**src/rtl/udp_gen_pkg.sv**
```systemverilog
// Shared types for the UDP frame generator scheduler: field widths,
// flow descriptor layout and scheduler FSM state encoding.
package udp_gen_pkg;

  localparam int unsigned MAC_W  = 48;
  localparam int unsigned IP_W   = 32;
  localparam int unsigned PORT_W = 16;

  typedef struct packed {
    logic [MAC_W-1:0]  dst_mac;
    logic [IP_W-1:0]   src_ip;
    logic [IP_W-1:0]   dst_ip;
    logic [PORT_W-1:0] src_port;
    logic [PORT_W-1:0] dst_port;
  } flow_desc_t;

  typedef enum logic [1:0] {
    ST_IDLE   = 2'd0,
    ST_SELECT = 2'd1,
    ST_RUN    = 2'd2,
    ST_GAP    = 2'd3
  } sched_state_t;

endpackage

```
**src/rtl/udp_rr_arb.sv**
```systemverilog
// Combinational round-robin arbiter: grants the first enabled flow strictly
// after ptr_i in circular order; valid_o is low when the mask is empty.
module udp_rr_arb #(
  parameter int unsigned FLOW_NR = 4
) (
  input  logic [FLOW_NR-1:0]         mask_i,
  input  logic [$clog2(FLOW_NR)-1:0] ptr_i,
  output logic [$clog2(FLOW_NR)-1:0] grant_o,
  output logic                       valid_o
);

  localparam int unsigned PW = $clog2(FLOW_NR);

  logic [PW-1:0] idx;

  always_comb begin
    grant_o = '0;
    valid_o = 1'b0;
    idx     = '0;
    for (int unsigned i = 1; i <= FLOW_NR; i++) begin
      idx = PW'((32'(ptr_i) + i) % FLOW_NR);
      if (!valid_o && mask_i[idx]) begin
        valid_o = 1'b1;
        grant_o = idx;
      end
    end
  end

endmodule

```
**src/rtl/udp_flow_sched.sv**
```systemverilog
// Round-robin flow scheduler for the UDP frame generator: one frame per
// grant, fixed inter-frame gap, frame limit, graceful stop and watchdog.
module udp_flow_sched
  import udp_gen_pkg::*;
#(
  parameter int unsigned FLOW_NR        = 4,
  parameter int unsigned GAP_CYCLES     = 12,
  parameter int unsigned TIMEOUT_CYCLES = 256,
  parameter int unsigned CNT_WIDTH      = 32
) (
  input  logic                       clk_i,
  input  logic                       a_rst_n_i,
  input  logic                       start_i,
  input  logic                       stop_i,
  input  logic [CNT_WIDTH-1:0]       frames_i,
  input  logic [FLOW_NR-1:0]         flow_en_i,
  input  logic [FLOW_NR*48-1:0]      flow_dst_mac_i,
  input  logic [FLOW_NR*32-1:0]      flow_src_ip_i,
  input  logic [FLOW_NR*32-1:0]      flow_dst_ip_i,
  input  logic [FLOW_NR*16-1:0]      flow_src_port_i,
  input  logic [FLOW_NR*16-1:0]      flow_dst_port_i,
  input  logic                       gen_frame_end_i,
  output logic                       gen_en_o,
  output logic [47:0]                gen_dst_mac_o,
  output logic [31:0]                gen_src_ip_o,
  output logic [31:0]                gen_dst_ip_o,
  output logic [15:0]                gen_src_port_o,
  output logic [15:0]                gen_dst_port_o,
  output logic [$clog2(FLOW_NR)-1:0] cur_flow_o,
  output logic                       busy_o,
  output logic                       done_o,
  output logic [CNT_WIDTH-1:0]       frame_cnt_o,
  output logic                       err_o
);

  localparam int unsigned PW    = $clog2(FLOW_NR);
  localparam int unsigned WD_W  = $clog2(TIMEOUT_CYCLES + 1);
  localparam int unsigned GAP_W = $clog2(GAP_CYCLES + 1);

  // Reset asserts asynchronously and releases two edges after a_rst_n_i rises.
  logic [1:0] rst_sync_q;
  logic       rst_n;

  always_ff @(posedge clk_i or negedge a_rst_n_i) begin
    if (!a_rst_n_i) rst_sync_q <= '0;
    else            rst_sync_q <= {rst_sync_q[0], 1'b1};
  end

  assign rst_n = rst_sync_q[1];

  flow_desc_t desc_arr [FLOW_NR];

  for (genvar k = 0; k < FLOW_NR; k++) begin : g_unpack
    assign desc_arr[k] = '{
      dst_mac:  flow_dst_mac_i [k*MAC_W  +: MAC_W],
      src_ip:   flow_src_ip_i  [k*IP_W   +: IP_W],
      dst_ip:   flow_dst_ip_i  [k*IP_W   +: IP_W],
      src_port: flow_src_port_i[k*PORT_W +: PORT_W],
      dst_port: flow_dst_port_i[k*PORT_W +: PORT_W]
    };
  end

  sched_state_t         state_q, state_d;
  logic [PW-1:0]        rr_ptr_q, rr_ptr_d;
  logic [PW-1:0]        cur_flow_q, cur_flow_d;
  logic [CNT_WIDTH-1:0] limit_q, limit_d;
  logic [CNT_WIDTH-1:0] cnt_q, cnt_d;
  logic [WD_W-1:0]      wd_q, wd_d;
  logic [GAP_W-1:0]     gap_q, gap_d;
  logic                 err_q, err_d;
  logic                 stop_q, stop_d;
  logic                 gen_en_q, gen_en_d;
  logic                 done_q, done_d;
  flow_desc_t           desc_q, desc_d;

  logic [PW-1:0] arb_grant;
  logic          arb_valid;
  logic          limit_hit;

  udp_rr_arb #(.FLOW_NR(FLOW_NR)) u_arb (
    .mask_i  (flow_en_i),
    .ptr_i   (rr_ptr_q),
    .grant_o (arb_grant),
    .valid_o (arb_valid)
  );

  assign limit_hit = (limit_q != '0) && (cnt_q == limit_q);

  always_comb begin
    state_d    = state_q;
    rr_ptr_d   = rr_ptr_q;
    cur_flow_d = cur_flow_q;
    limit_d    = limit_q;
    cnt_d      = cnt_q;
    wd_d       = wd_q;
    gap_d      = gap_q;
    err_d      = err_q;
    gen_en_d   = gen_en_q;
    desc_d     = desc_q;
    done_d     = 1'b0;
    stop_d     = (state_q == ST_IDLE) ? 1'b0 : (stop_q | stop_i);

    case (state_q)
      ST_IDLE: begin
        if (start_i) begin
          limit_d = frames_i;
          cnt_d   = '0;
          err_d   = 1'b0;
          state_d = ST_SELECT;
        end
      end
      ST_SELECT: begin
        if (!arb_valid) begin
          done_d  = 1'b1;
          state_d = ST_IDLE;
        end else begin
          desc_d     = desc_arr[arb_grant];
          cur_flow_d = arb_grant;
          rr_ptr_d   = arb_grant;
          gen_en_d   = 1'b1;
          wd_d       = '0;
          state_d    = ST_RUN;
        end
      end
      ST_RUN: begin
        // Dropping enable on the frame_end edge keeps the generator from relaunching.
        if (gen_frame_end_i) begin
          gen_en_d = 1'b0;
          if (cnt_q != '1) cnt_d = cnt_q + 1'b1;
          gap_d    = '0;
          state_d  = ST_GAP;
        end else if (wd_q == WD_W'(TIMEOUT_CYCLES - 1)) begin
          gen_en_d = 1'b0;
          err_d    = 1'b1;
          done_d   = 1'b1;
          state_d  = ST_IDLE;
        end else begin
          wd_d = wd_q + 1'b1;
        end
      end
      ST_GAP: begin
        if (gap_q == GAP_W'(GAP_CYCLES - 1)) begin
          if (stop_q || stop_i || limit_hit) begin
            done_d  = 1'b1;
            state_d = ST_IDLE;
          end else begin
            state_d = ST_SELECT;
          end
        end else begin
          gap_d = gap_q + 1'b1;
        end
      end
      default: state_d = ST_IDLE;
    endcase
  end

  always_ff @(posedge clk_i or negedge rst_n) begin
    if (!rst_n) begin
      state_q    <= ST_IDLE;
      rr_ptr_q   <= PW'(FLOW_NR - 1);
      cur_flow_q <= '0;
      limit_q    <= '0;
      cnt_q      <= '0;
      wd_q       <= '0;
      gap_q      <= '0;
      err_q      <= 1'b0;
      stop_q     <= 1'b0;
      gen_en_q   <= 1'b0;
      done_q     <= 1'b0;
      desc_q     <= '0;
    end else begin
      state_q    <= state_d;
      rr_ptr_q   <= rr_ptr_d;
      cur_flow_q <= cur_flow_d;
      limit_q    <= limit_d;
      cnt_q      <= cnt_d;
      wd_q       <= wd_d;
      gap_q      <= gap_d;
      err_q      <= err_d;
      stop_q     <= stop_d;
      gen_en_q   <= gen_en_d;
      done_q     <= done_d;
      desc_q     <= desc_d;
    end
  end

  assign gen_en_o       = gen_en_q;
  assign gen_dst_mac_o  = desc_q.dst_mac;
  assign gen_src_ip_o   = desc_q.src_ip;
  assign gen_dst_ip_o   = desc_q.dst_ip;
  assign gen_src_port_o = desc_q.src_port;
  assign gen_dst_port_o = desc_q.dst_port;
  assign cur_flow_o     = cur_flow_q;
  assign busy_o         = (state_q != ST_IDLE);
  assign done_o         = done_q;
  assign frame_cnt_o    = cnt_q;
  assign err_o          = err_q;

endmodule

```
**config.mk**
```make
export PLATFORM = sky130hd
export DESIGN_NAME = udp_flow_sched
export DESIGN_NICKNAME = d
export VERILOG_FILES = /design/src/rtl/udp_gen_pkg.sv /design/src/rtl/udp_rr_arb.sv /design/src/rtl/udp_flow_sched.sv
export SDC_FILE = /design/constraint.sdc
export NUM_CORES = 1
export LEC_CHECK = 0
export ABC_AREA = 0
export CORE_AREA = 2 2 315 317
export CTS_CLUSTER_DIAMETER = 40
export CTS_CLUSTER_SIZE = 25
export DETAILED_ROUTE_END_ITERATION = 12
export DIE_AREA = 0 0 317 319
export SETUP_SLACK_MARGIN = 0.2
export SYNTH_ARGS = -nofsm -noshare
export SYNTH_HDL_FRONTEND = slang
export SYNTH_HIERARCHICAL = 1
export SYNTH_SLANG_ARGS = --single-unit
```
**constraint.sdc**
```tcl
create_clock -name clk_i -period 11.1 [get_ports clk_i]
set_input_delay 1.665 -clock clk_i [delete_from_list [all_inputs] [get_ports clk_i]]
set_output_delay 1.665 -clock clk_i [all_outputs]
set_load 0.1 [all_outputs]
```
==> qor.yml, run 1 <==
run_status:
  outcome: "finished clean"
sta:
  post-route-period-util_pct: 40.6
  max_slew_margin_pct: 19.9
  grt_setup_unrepaired: "false"
  worstMarginPinSlew_ns: 1.20
  hold_ws_ns: 0.348
  skew_ns: 0.0219
  setup_viol: 0
  drv_slew: 0
  fmax_mhz: 222
  hold_viol: 0
  finalCriticalPeriod_ns: 4.51
  fin_setup_tns_ns: 0
placement:
  dp_hpwl_um: 62600
  gp_congestion: 0.861
  placed_area_um2: 22700
  io_buffers: 798
cts:
  clock_sinks: 233
  cts-resized-gates: 0
  cts_buffers: 60
  cts_tree: "built"
  clk_path_buf_depth: 3
  cts_setup_buffers: 0
  cts.htree.levels: 2
  worst_skew_pair.late_latency_ns: 0.62
  path_clk_slew_ns: 0.05
  hold_buffers: 0
  cts_root_buffer: "clkbuf_16"
route:
  wl_per_cell_um: 22.4
  route.met2.wl_um: 36400
  dr.pass1.iters: 5
  wirelength_um: 77100
  top_layer: "met5"
  ant_nets: 0
  wl_met1_um: 29900
  drcViolationCount: 0
  dr_wl_met3_um: 6900
  drtIter0Drc: 977
  vias_per_cell: 4.02
  num_vias: 13800
worst_setup_path:
  r2r_start: "rr_ptr_q[1]$_DFFE_PN1P_"
  arrival_ns: 2.84
  rr_endpoint: "gen_dst_mac_o[11]$_DFFE_PN0P_"
  end_kind: "output port"
  crit_fanout: 16
  setup.worst_path.start_class: "flip-flop"
  crit_type: "flip-flop to output port"
  required_ns: 9.44
  worst_r2r_path_depth: 8
  worst-r2r-setup-slack_ns: 7.63
yosys:
  synth_area_um2: 13400
  ys_types: 48
  synthTopCellsByArea: "dfrtp_1, mux4_2, nand2_1"
  synthFlopType: "dfrtp_1"
  synthArstFlopShare_pct: 100
  synth_area_leader_cell: "dfrtp_1"
  synth_nets: 1934
  synth_top_area_share_pct: 43.2
  synthTopCellsByCount: "nand2_1, dfrtp_1, mux4_2, clkbuf_1, xor2_1"
  avgSynthCellArea_um2: 10.2
  synth-edff-count: 0
  yosysSeqAreaShare_pct: 43.6
  ys_ff_latch: 233
  yosysMostFrequentCell: "nand2_1"
  ys_warn_count: 6
  syn_inst: 1313
die:
  ios: 799
  core_area_um2: 97700
  dieArea_um2: 101000
  fp.dieW_um: 317
  num_rows: 115
  die_y_um: 319
  start_util_pct: 13.7
global_routing:
  grt_pass1_vias: 14500
  grtUsageTotal_pct: 14.8
  grt-ovfl-total: 0
  antenna_found_initial: 18
  grt_pass1_wl_um: 107000
  grt_start_max_net_pins: 101
pwr:
  ir_drop_uv: 310
  leakagePower_nw: 10.4
  power_density_nw_per_um2: 304
layout:
  fin_area_um2: 24900
  finalCoreUtilization_pct: 25.4
  layout-drive-gt1-share_pct: 14.7
  num-nets-final: 2721
  area_delta_synth_final_pct: 85.6
hold_path:
  hold_class: "flip-flop to async pin"
run:
  cap_violations: 0
[per-stage QoR]
step	cells	worst slack [ns]	power, mW
5_1_grt	3443	6.28	7.92
2_1_floorplan	1313	4.13	4.41
3_5_place_dp	3325	5.82	5.81
3_3_place_gp	3325	5.89	5.79
6_report	3443	6.59	7.55
4_1_cts	3435	6.49	7.68
[cell type report]
cell class              count  area (um2)
fillers                 10400       72800
repair buffers            812        8030
multi-input cells         985        7240
flip-flops and latches    233        5840
clock buffers              73        1640
well taps                1287        1610
clock inverters            37         455
inverters                   8        30.0
diodes                      8        20.0
[kinds of logic (layout without fill, tap and decap cells)]
logic type	Yosys count	in the layout	synth area share, %
AO/OA/AOI/OAI	85	85	4.01
XOR/XNOR	37	37	2.42
adder cells (fa/ha/maj)	4	4	0.374
buffers and inverters	95	930	2.70
flip-flops	233	233	43.6
multiplexers	148	148	24.5
other	1	9	0.0280
AND/OR/NAND/NOR	710	710	22.4
[sequential cells by signal, summed over array words and instances, names as in the netlist]
name            count
state_q             2
rr_ptr_q            2
rst_sync_q          2
cur_flow_o          2
gap_q               4
err_o               1
gen_src_port_o     16
gen_en_o            1
gen_dst_mac_o      48
frame_cnt_o        32
gen_src_ip_o       32
limit_q            32
wd_q                9
gen_dst_ip_o       32
done_o              1
stop_q              1
gen_dst_port_o     16
[report_power, final]
part           internal [mW]  total, mW  switching [mW]
registers               1.20       1.49           0.298
clock network           1.25       1.81           0.563
logic                   1.22       4.25            3.03
total                   3.66       7.55            3.89
[layout by cell type, fill, tap and decap left out, types with 4 or more instances in the layout]
cell / instances
clkdlybuf4s50_1: 761
nand2_1: 567
dfrtp_1: 230
mux4_2: 144
clkbuf_16: 61
buf_4: 49
xor2_1: 36
a21oi_1: 31
nor2_1: 21
nor4_1: 19
nand3_1: 18
or4_1: 18
o31ai_1: 17
o21ai_0: 17
or3_1: 15
nand4_1: 14
clkinv_2: 13
clkinvlp_4: 9
bufinv_16: 9
diode_2: 8
inv_1: 8
and3_1: 8
clkbuf_8: 7
a22o_1: 6
nand2b_1: 5
and2_1: 5
clkbuf_1: 5
ha_1: 4
[worst max-delay path by stage]
stage                            start                             to  slack [ns]
4_1_cts                   flow_en_i[3]  gen_dst_mac_o[26]$_DFFE_PN0P_        6.49
2_1_floorplan  rst_sync_q[1]$_DFF_PN0_      cur_flow_o[0]$_DFFE_PN0P_        4.13
5_1_grt                   flow_en_i[3]  gen_dst_mac_o[11]$_DFFE_PN0P_        6.28
3_3_place_gp              flow_en_i[3]  gen_dst_mac_o[26]$_DFFE_PN0P_        5.89
3_5_place_dp              flow_en_i[3]  gen_dst_mac_o[12]$_DFFE_PN0P_        5.82
6_report        state_q[1]$_DFFE_PN0P_                         busy_o        6.59
[layer usage]
| layer | vias to the layer above | GRT usage, % |
|---|---|---|
| met5 | - | 0.193 |
| met4 | 6 | 8.08 |
| met3 | 131 | 4.72 |
| met2 | 696 | 23.8 |
| met1 | 6762 | 17.4 |
| li1 | 6247 | - |
[critical path, cell delays in order, from the launching register on]
cell and delay (ns):
dfrtp_1 0.78, nor2_1 0.23, inv_1 0.09, clkdlybuf4s50_1 1.13
(Power assumes the default switching activity.)
==> run 2: changes to the inputs <==
--- a/config.mk
+++ b/config.mk
@@ -6,11 +6,11 @@
 export NUM_CORES = 1
 export LEC_CHECK = 0
 export ABC_AREA = 0
-export CORE_AREA = 2 2 315 317
+export CORE_AREA = 2 2 308 310
 export CTS_CLUSTER_DIAMETER = 40
 export CTS_CLUSTER_SIZE = 25
 export DETAILED_ROUTE_END_ITERATION = 12
-export DIE_AREA = 0 0 317 319
+export DIE_AREA = 0 0 310 312
 export SETUP_SLACK_MARGIN = 0.2
 export SYNTH_ARGS = -nofsm -noshare
 export SYNTH_HDL_FRONTEND = slang
==> constraint.sdc (replaced) <==
create_clock -name clk_i -period 4 [get_ports clk_i]
set_input_delay 0.6 -clock clk_i [delete_from_list [all_inputs] [get_ports clk_i]]
set_output_delay 0.6 -clock clk_i [all_outputs]
set_load 0.1 [all_outputs]
==> run 2 against run 1 <==
  * Utilization is 1.6 points higher
  * Clock skew is 0.012 ns higher
  * Critical path depth stayed put
  * Design area is 1.3% higher
  * Global-route usage is 0.57 points higher
  * Die area is 4.4% lower
  * Non-clock buffer count is 13 higher
  * Sequential share of layout area is 0.31 points lower
  * Setup slack worse by 6.0 ns
==> qor.yml, run 2 (synthesis gave the netlist of run 1 again) <==
run_status:
  outcome: "finished clean"
cts:
  clock_sinks: 233  # unchanged
  cts_setup_buffers: 0  # unchanged
  cts.htree.levels: 2  # unchanged
  hold_buffers: 0  # unchanged
  path_clk_slew_ns: 0.05  # about the same
  cts_root_buffer: "clkbuf_16"
  worst_skew_pair.late_latency_ns: 0.65  # +0.03 ns
  cts_buffers: 59  # -1.7%
  cts-resized-gates: 0  # unchanged
  clk_path_buf_depth: 3  # unchanged
  cts_tree: "built"
worst_setup_path:
  arrival_ns: 2.85  # about the same
  crit_fanout: 16  # unchanged
  worst-r2r-setup-slack_ns: 1.26  # -6.37 ns
  required_ns: 3.40  # -6.04 ns
  end_kind: "output port"
  setup.worst_path.start_class: "flip-flop"
  crit_type: "flip-flop to output port"
die:
  num_rows: 112  # -2.6%
  core_area_um2: 93000  # -4.8%
  die_y_um: 312  # -2.2%
  fp.dieW_um: 310  # -2.2%
  ios: 799  # unchanged
  start_util_pct: 14.4  # +0.69 points
  dieArea_um2: 96700  # -4.4%
route:
  wl_per_cell_um: 22.4  # about the same
  num_vias: 13800  # -0.25%
  ant_nets: 0  # unchanged
  vias_per_cell: 4.03  # +0.13%
  wirelength_um: 76700  # -0.44%
  drtIter0Drc: 1036  # +6.0%
  dr.pass1.iters: 7  # +2
  drcViolationCount: 0  # unchanged
placement:
  io_buffers: 798  # unchanged
  dp_hpwl_um: 62500  # -0.14%
  pre_cts_ws_ns: 0.872  # -4.95 ns
  gp_congestion: 0.889  # +3.3%
global_routing:
  grt-ovfl-total: 0  # unchanged
  grt_start_max_net_pins: 78  # -23%
  grt_pass1_vias: 14400  # -0.31%
  grtUsageTotal_pct: 15.4  # +0.57 points
  antenna_found_initial: 23  # +5
  grt_pass1_wl_um: 106000  # -0.90%
sta:
  setup_slack_ns: 0.548  # -6.04 ns
  hold_viol: 0  # unchanged
  fmax_mhz: 290
  worstMarginPinSlew_ns: 1.19  # -0.0130 ns
  skew_ns: 0.0341  # +0.0122 ns
  finalCriticalPeriod_ns: 3.45
  post-route-period-util_pct: 86.3
  hold_ws_ns: 0.144  # -0.204 ns
  max_slew_margin_pct: 20.7  # +0.87 points
  drv_slew: 0  # unchanged
  setup_viol: 0  # unchanged
  fin_setup_tns_ns: 0  # unchanged
  grt_setup_unrepaired: "false"
pwr:
  ir_drop_uv: 868  # +180%
  power_density_nw_per_um2: 849  # +180%
  p_total_mw: 21.4  # +180%
  leakagePower_nw: 10.5  # +1.7%
layout:
  layout-drive-gt1-share_pct: 15.0  # +0.37 points
  mostFrequentLayoutCell: "clkdlybuf4s50_1"
  largest_reg_flops: 48  # unchanged
  mostFrequentLayoutCells: "clkdlybuf4s50_1, nand2_1, dfrtp_1"
  area_delta_synth_final_pct: 88.1
  num-nets-final: 2733  # +0.44%
hold_path:
  hold_class: "input port to async pin"
run:
  cap_violations: 0  # unchanged
-- run 2: cell count changes in the layout (fill, tap and decap cells not counted), moves of 4 or more --
| cell | previous run | this run |
|---|---|---|
| buf_12 | 2 | 12 |
| diode_2 | 8 | 14 |
| clkinvlp_4 | 9 | 4 |
| bufinv_16 | 9 | 13 |
-- run 2: critical path: stages, from the launching register on --
cell             delay [ns]
dfrtp_1                0.77
nor2_1                 0.24
inv_1                  0.09
clkdlybuf4s50_1        1.13
-- run 2: metrics by stage --
stage / utilization [%] / instances / cell area [um2]
4_1_cts: 27.0 / 3416 / 25200
3_5_place_dp: 24.6 / 3305 / 22900
6_report: 27.1 / 3430 / 25200
5_1_grt: 27.1 / 3430 / 25200
3_3_place_gp: 24.6 / 3305 / 22900
2_1_floorplan: - / 1313 / 13400
-- run 2: where the power goes --
part / total (mW) / leakage (nW) / internal [mW] / switching [mW]
sequential: 4.15 / 2.95 / 3.32 / 0.829
clock: 5.34 / 1.08 / 3.72 / 1.62
combinational: 11.9 / 6.50 / 3.48 / 8.40
total: 21.4 / 10.5 / 10.5 / 10.8
-- run 2: final timing paths --
kind,from,endpoint,depth (start not counted)
worst max-delay path,state_q[1]$_DFFE_PN0P_,busy_o,3
min in group clk_i,rst_sync_q[0]$_DFF_PN0_,rst_sync_q[1]$_DFF_PN0_,0
worst max register to register,frame_cnt_o[6]$_DFFE_PN0P_,frame_cnt_o[28]$_DFFE_PN0P_,6
max in group asynchronous,rst_sync_q[1]$_DFF_PN0_,gen_src_ip_o[16]$_DFFE_PN0P_,1
worst min register to register,rst_sync_q[0]$_DFF_PN0_,rst_sync_q[1]$_DFF_PN0_,0
worst min-delay path,a_rst_n_i,rst_sync_q[0]$_DFF_PN0_,1
-- run 2: layer usage --
metal | GRT usage, % | up-vias | wire length, um
li1 | - | 6273 | -
met1 | 17.8 | 6730 | 29400
met2 | 25.2 | 683 | 36800
met3 | 5.59 | 113 | 7630
met4 | 7.04 | 8 | 2810
met5 | 0 | - | 57
-- run 2: area by class of cell --
cell class              instances  area (um2)
repair buffers                825        8250
clock buffers                  77        1640
well taps                    1254        1570
diodes                         14        35.0
clock inverters                34         588
fillers                      9931       67900
multi-input cells             985        7240
flip-flops and latches        233        5840
inverters                       8        30.0
